==> config.mk <==
export PLATFORM = sky130hd
export DESIGN_NAME = hamming_burst_decoder
export DESIGN_NICKNAME = d
export VERILOG_FILES = /design/src/rtl/hamming_burst_decoder.sv
export SDC_FILE = /design/constraint.sdc
export NUM_CORES = 1
export LEC_CHECK = 0
export CAP_MARGIN = 30
export CELL_PAD_IN_SITES_DETAIL_PLACEMENT = 1
export CELL_PAD_IN_SITES_GLOBAL_PLACEMENT = 1
export CORE_UTILIZATION = 48
export CTS_CLUSTER_DIAMETER = 60
export DETAILED_ROUTE_END_ITERATION = 7
export HOLD_SLACK_MARGIN = 0.12
export PLACE_DENSITY = 0.76
export SYNTH_ARGS = -nofsm -noshare
export SYNTH_HDL_FRONTEND = slang
export SYNTH_SLANG_ARGS = --single-unit
==> constraint.sdc <==
create_clock -name clk -period 3.25 [get_ports clk]
set_input_delay 0.325 -clock clk [delete_from_list [all_inputs] [get_ports clk]]
set_output_delay 0.325 -clock clk [all_outputs]
set_load 0.05 [all_outputs]
==> src/rtl/hamming_burst_decoder.sv <==
// Hamming(12,8) burst decoder: corrects single-bit errors, flags syndromes 13..15,
// buffers up to DEPTH decoded bytes and drains them in order over valid/ready.
module hamming_burst_decoder #(
  parameter int DEPTH = 8,
  parameter int CNT_W = 4
) (
  input  logic             clk,
  input  logic             rst,
  input  logic             in_valid,
  input  logic [11:0]      in_data,
  output logic             in_ready,
  output logic             out_valid,
  input  logic             out_ready,
  output logic [7:0]       out_data,
  output logic             out_err_fix,
  output logic             out_err_bad,
  output logic [1:0]       state,
  output logic [CNT_W-1:0] count,
  output logic [3:0]       err_total
);

  localparam int AW = $clog2(DEPTH);

  typedef enum logic [1:0] {
    S_IDLE    = 2'd0,
    S_COLLECT = 2'd1,
    S_DRAIN   = 2'd2
  } state_t;

  state_t           r_state;
  state_t           w_next;
  logic [AW-1:0]    r_wr_ptr;
  logic [AW-1:0]    r_rd_ptr;
  logic [CNT_W-1:0] r_count;
  logic [3:0]       r_err_total;
  logic [9:0]       r_buf [DEPTH];

  logic [9:0] w_dec;
  logic [9:0] w_head;
  logic       w_accept;
  logic       w_pop;
  logic       w_last;

  // Result packed as {data[7:0], fix, bad}; data positions 3,5,6,7,9,10,11,12.
  function automatic logic [9:0] decode(input logic [11:0] cw);
    logic [3:0]  syn;
    logic [11:0] c;
    logic        fix;
    logic        bad;
    syn = {^(cw & 12'hF80), ^(cw & 12'h878), ^(cw & 12'h666), ^(cw & 12'h555)};
    c   = cw;
    fix = 1'b0;
    bad = 1'b0;
    if (syn == 4'd0) begin
      c = cw;
    end else if (syn <= 4'd12) begin
      c   = cw ^ (12'h001 << (syn - 4'd1));
      fix = 1'b1;
    end else begin
      bad = 1'b1;
    end
    return {c[11], c[10], c[9], c[8], c[6], c[5], c[4], c[2], fix, bad};
  endfunction

  assign w_dec    = decode(in_data);
  assign in_ready = (r_state != S_DRAIN) && (r_count < CNT_W'(DEPTH));
  assign w_accept = in_valid && in_ready;
  assign w_pop    = (r_state == S_DRAIN) && out_ready;
  assign w_last   = w_pop && (r_count == CNT_W'(1));

  always_comb begin
    w_next = r_state;
    case (r_state)
      S_IDLE: begin
        if (w_accept) w_next = S_COLLECT;
        else          w_next = S_IDLE;
      end
      S_COLLECT: begin
        if (w_accept && (r_count == CNT_W'(DEPTH - 1))) w_next = S_DRAIN;
        else if (!in_valid && (r_count != CNT_W'(0)))  w_next = S_DRAIN;
        else                                           w_next = S_COLLECT;
      end
      S_DRAIN: begin
        if (w_last) w_next = S_IDLE;
        else        w_next = S_DRAIN;
      end
      default: w_next = S_IDLE;
    endcase
  end

  always_ff @(posedge clk) begin
    if (rst) begin
      r_state     <= S_IDLE;
      r_wr_ptr    <= '0;
      r_rd_ptr    <= '0;
      r_count     <= '0;
      r_err_total <= 4'd0;
    end else begin
      r_state <= w_next;
      if (w_last) begin
        r_wr_ptr <= '0;
        r_rd_ptr <= '0;
      end else begin
        if (w_accept) r_wr_ptr <= r_wr_ptr + AW'(1);
        if (w_pop)    r_rd_ptr <= r_rd_ptr + AW'(1);
      end
      // Accept and pop are mutually exclusive: accept needs state != DRAIN.
      if (w_accept)   r_count <= r_count + CNT_W'(1);
      else if (w_pop) r_count <= r_count - CNT_W'(1);
      if (w_accept && (w_dec[1] || w_dec[0]) && (r_err_total != 4'd15))
        r_err_total <= r_err_total + 4'd1;
    end
  end

  always_ff @(posedge clk) begin
    if (w_accept) r_buf[r_wr_ptr] <= w_dec;
  end

  assign w_head      = r_buf[r_rd_ptr];
  assign out_valid   = (r_state == S_DRAIN);
  assign out_data    = out_valid ? w_head[9:2] : 8'h00;
  assign out_err_fix = out_valid ? w_head[1]   : 1'b0;
  assign out_err_bad = out_valid ? w_head[0]   : 1'b0;
  assign state       = r_state;
  assign count       = r_count;
  assign err_total   = r_err_total;

endmodule
# Word level (Yosys, flattened, before mapping)
# Memories as Yosys holds them, arrays and structs flattened. A register that Yosys moved wholly into a read port is not among the register bits.
# Index checks and enable logic that the tools add are counted.
dict set report word_totals {
  regBits 16
  ram_bits 80
  input_bits 16
  elab_cells 61
  memories 1
}
dict set report classes {
  addsub 6
  n_lt_le_gt_ge 2
  n_eq_ne 6
  shift 1
  mux 20
  bitwise 1
  n_reduce_logical 19
}
# memory depth word_bits read_ports rd_clocked_by_memory_dff write_ports line
set mem_list {}
lappend mem_list {r_buf 8 10 1 1 1 36} ;# logic [9:0] r_buf [DEPTH];
# operator n
set ops {}
lappend ops {{$reduce_xor 12->1} 4}
lappend ops {{$mux 12} 2}
lappend ops {{$shl 1x4->12 const A} 1}
lappend ops {{$xor 12x12->12} 1}
lappend ops {{$mux 1} 9}
lappend ops {{$add 4x1->4 const B} 2}
lappend ops {{$logic_and 1x1->1} 8}
lappend ops {{$mux 4} 2}
lappend ops {{$mux 8} 1}
lappend ops {{$sub 4x1->4 const B} 2}
lappend ops {{$add 3x1->3 const B} 2}
lappend ops {{$mux 2} 3}
lappend ops {{$mux 3} 2}
lappend ops {{$pmux 2 s3} 1}
lappend ops {{$eq 4x1->1 const B} 1}
lappend ops {{$eq 4x3->1 const B} 1}
lappend ops {{$le 4x4->1 const B} 1}
lappend ops {{$logic_not 4->1} 1}
lappend ops {{$lt 4x4->1 const B} 1}
lappend ops {{$ne 4x4->1 const B} 1}
lappend ops {{$reduce_bool 4->1} 1}
lappend ops {{$eq 2x1->1 const B} 1}
lappend ops {{$eq 2x2->1 const B} 1}
lappend ops {{$logic_not 2->1} 1}
lappend ops {{other kinds (5)} 5}

# Longest topological paths before layout
dict set report logic_depth {
  ltp_word 7
  mapped_depth 7
}

# Worst setup path before layout
# OpenSTA, ideal clock, no wires.
dict set report synth_timing {
  path_kind {reg2reg}
  startpoint {register r_state[0], in the netlist state[0]}
  endpoint {memory r_buf[0][0] (enable)}
  setup_ps 404
  t_arrival_ps 3203
  path_slack_ps -357
  stages_incl_launch_ff 6
  period_less_slack_ps 3607
  cell_sequence {dfxtp_1 -> nand2b_1 -> inv_1 -> nor2_1 -> nand2_1 -> nor4_1}
}
dict set report synth_via {
  elab_chain_cells 5
}
# element line
set synth_lines {}
lappend synth_lines {{start, declared} 30} ;# state_t r_state;
lappend synth_lines {{start signal, assigned} 99} ;# r_state <= w_next;
lappend synth_lines {{$ne 2x2->1} 66} ;# assign in_ready = (r_state != S_DRAIN) && (r_count < CNT_W'(DEPTH));
lappend synth_lines {{$logic_and 1x1->1} 66}
lappend synth_lines {{via in_ready} 11} ;# output logic in_ready,
lappend synth_lines {{$logic_and 1x1->1} 67} ;# assign w_accept = in_valid && in_ready;
lappend synth_lines {{$mux 1} 116} ;# if (w_accept) r_buf[r_wr_ptr] <= w_dec;
lappend synth_lines {{$mux 1 (not written as such)} 116}
lappend synth_lines {{end, declared} 36}
# The timed path passes the listed nets, and every way through them passes these cells.

# Worst setup path after layout
dict set report layout_timing {
  startpoint {input in_data[2]}
  endpoint {memory r_buf[5][7] (data pin)}
}
dict set report layout_via {
  elab_chain_cells 6
  word_cells_on_any_way 9
}
# element line
set layout_lines {}
lappend layout_lines {{start, declared} 10} ;# input logic [11:0] in_data,
lappend layout_lines {{$reduce_xor 12->1} 50} ;# syn = {^(cw & 12'hF80), ^(cw & 12'h878), ^(cw & 12'h666), ^(cw & 12'h555)};
lappend layout_lines {{$sub 4x1->4} 57} ;# c = cw ^ (12'h001 << (syn - 4'd1));
lappend layout_lines {{$shl 1x4->12} 57}
lappend layout_lines {{$xor 12x12->12} 57}
lappend layout_lines {{$mux 12} 56} ;# end else if (syn <= 4'd12) begin
lappend layout_lines {{$mux 12 *} 54} ;# if (syn == 4'd0) begin
lappend layout_lines {{via w_dec[7]} 38} ;# logic [9:0] w_dec;
# The timed path passes the listed nets; every way through them passes the cells marked *.

==> results.yml <==
run_status:
  status: "complete, no violations"
layout:
  design_area_sq_um: 5200
  diodes: 0
  fin_nets: 361
  final_common_cell: "edfxtp_1"
  drive_gt1_share_pct: 21.6
  fin_util_pct: 59.3
  syn_to_final_growth_pct: 19.4
  final_cell_mix: "edfxtp_1 (80), clkdlybuf4s50_1 (37), nor2_1 (27), mux4_2 (20), buf_4 (20)"
synth:
  synth_cell_types: 43
  synthAdderAreaFrac_pct: 2.01
  async_flop_share_pct: 0
  synth-simple-area-share_pct: 8.42
  yosysWarningCount: 0
  synth_compound_area_share_pct: 3.54
  synth-edff-count: 80
  synth-seq-cells: 99
  synth_xor_area_share_pct: 7.44
  muxShareOfSynthArea_pct: 13.2
  avgSynthCellArea_sq_um: 15.7
  ys_seq_area_share_pct: 63.9
  synth_nets: 301
  syn_inst: 278
  synth_top_family_by_area: "multiplexers"
  ys.flop_type: "edfxtp_1"
  netlist_area_sq_um: 4350
setup_path:
  critPathRequiredTime_ns: 3.32
  crit_arrival_ns: 3.02
  reg2reg_from: "state[0]"
  ff2ff_path_depth: 5
  start_kind: "primary input"
  crit_type: "primary input to register"
  end_kind: "register"
  regToRegSetupSlack_ns: 1.27
  reg2reg_to: "r_buf[4][2]"
  crit_path_max_fanout: 8
detailed_routing:
  vias_per_cell: 5.66
  drtPass1Iterations: 6
  vias: 2554
  wl_per_cell_um: 22.0
  wl_um: 9920
  first_iter_violations: 113
  antenna_left: 0
  drc: 0
place:
  port_buffers: 37
  place_congestion: 0.795
  placed_cell_area_sq_um: 5000
  place_hpwl_um: 6770
floorplanning:
  boundaryPins: 38
  die_h_um: 97.2
  die_w_um: 97.2
  num_rows: 34
  core_sq_um: 8760
  dieArea_sq_um: 9450
  start_util_pct: 49.7
timing:
  worst_pin_slew_ns: 0.719
  period_share_pct: 90.8
  relSlewSlack_pct: 51.7
  min_period_ns: 2.95
  rsz0062_at_grt: "false"
  tns_ns: 0
  fmax_mhz: 339
  drv_slew: 0
  finClkSkew_ns: 0.00991
  hold_viol: 0
  hold_ws_ns: 0.490
  setup-violations-final: 0
power:
  powerDensity_nw_per_um2: 538
  leakagePower_nw: 1.74
  vdd_drop_max_v: 0.000223
  p_total_w: 0.00280
clocking:
  root_buffer: "clkbuf_8"
  ctsResizeCount: 0
  postCtsSetupBuffers: 0
  clock-sinks: 99
  clk_transition_reported_paths_ns: 0.09
  h-tree-depth: 3
  holdBufCountCts: 0
  cts_made_buffers: 9
  clkLatencyLatePin_ns: 0.36
  clock_path_buffers: 2
  cts_tree: "yes"
global_routing:
  grt.overflow.total: 0
  grt_max_degree: 21
  grt_first_pass_wirelength_um: 15900
  grt_pass1_vias: 2804
  grt_util_all_layers_pct: 22.8
  antenna_found_initial: 0
hold_path:
  worstHoldPathType: "register to register"
  whs_path_depth: 2
  min-delay-start: "r_rd_ptr[1]"
job:
  maxCapViolCount: 0
cell usage after synthesis (all sizes together) (4+ instances only):
master,instances,area [sq um]
inv,7,26.3
mux4,20,450
clkbuf,6,22.5
ha,7,87.6
mux2i,11,110
edfxtp,80,2400
nand2,19,71.3
nand2b,4,25.0
a21oi,11,55.1
dfxtp,19,380
nor3,8,45.0
nor2,27,101
xnor2,15,150
xor2,8,77.6
per-stage QoR:
step           std cells  worst slack [ns]
6_report             451             0.300
5_1_grt              451             0.182
4_1_cts              451             0.311
3_5_place_dp         435           -0.0731
3_3_place_gp         435             0.106
2_1_floorplan        278            -0.130
worst max-delay path by stage:
stage	start	end	slack, ns	cells past startpoint
detailed placement	in_data[2]	r_buf[4][8]	-0.07	8
global placement	in_data[2]	r_buf[7][7]	0.11	8
CTS	in_data[2]	r_buf[5][8]	0.31	8
finish	in_data[2]	r_buf[5][7]	0.30	8
global route	in_data[2]	r_buf[3][8]	0.18	8
floorplan	state[0]	r_buf[1][0]	-0.13	5
critical path, cell delays in order:
cell	delay [ns]
clkdlybuf4s50_1	0.57
xor2_1	0.20
xnor3_2	0.45
and2_4	0.19
ha_1	0.34
nor3_2	0.27
nand2_1	0.10
xnor2_1	0.57
logic make-up after synthesis:
logic type	after synthesis
xor+xnor	27
compound gates	21
flops	99
fa+ha+maj	7
mux	32
buf+inv	16
simple gates	76
area by class of cell:
cell class	instances	area, sq um
clock buffers	12	166
clock inverters	4	32.5
fillers	847	3570
inverters	7	26.3
multi-input cells	163	1510
flip-flops and latches	99	2780
well taps	108	135
repair buffers	58	541
where the power goes:
| group | switching (W) | leakage (nW) | internal, W |
|---|---|---|---|
| logic | 0.000304 | 0.762 | 0.000206 |
| clock network | 0.000428 | 0.0939 | 0.000349 |
| registers | 0.0000313 | 0.880 | 0.00148 |
| total | 0.000763 | 1.74 | 0.00203 |
per-layer routing:
layer / part of all wire, % / vias to the layer above / global-route usage, %
met2: 51 / 69 / 38.9
met1: 43 / 1311 / 29.7
li1: - / 1162 / -
met3: 3.5 / 12 / 3.53
met4: 2.0 / 0 / 8.37
met5: 0 / - / 0
registers in the layout (all words and copies together), names as in the netlist, named ones only:
register and flops:
err_total 4, r_wr_ptr 3, r_rd_ptr 3, r_buf 80, count 4, state 2
(Power assumes the default switching activity.)
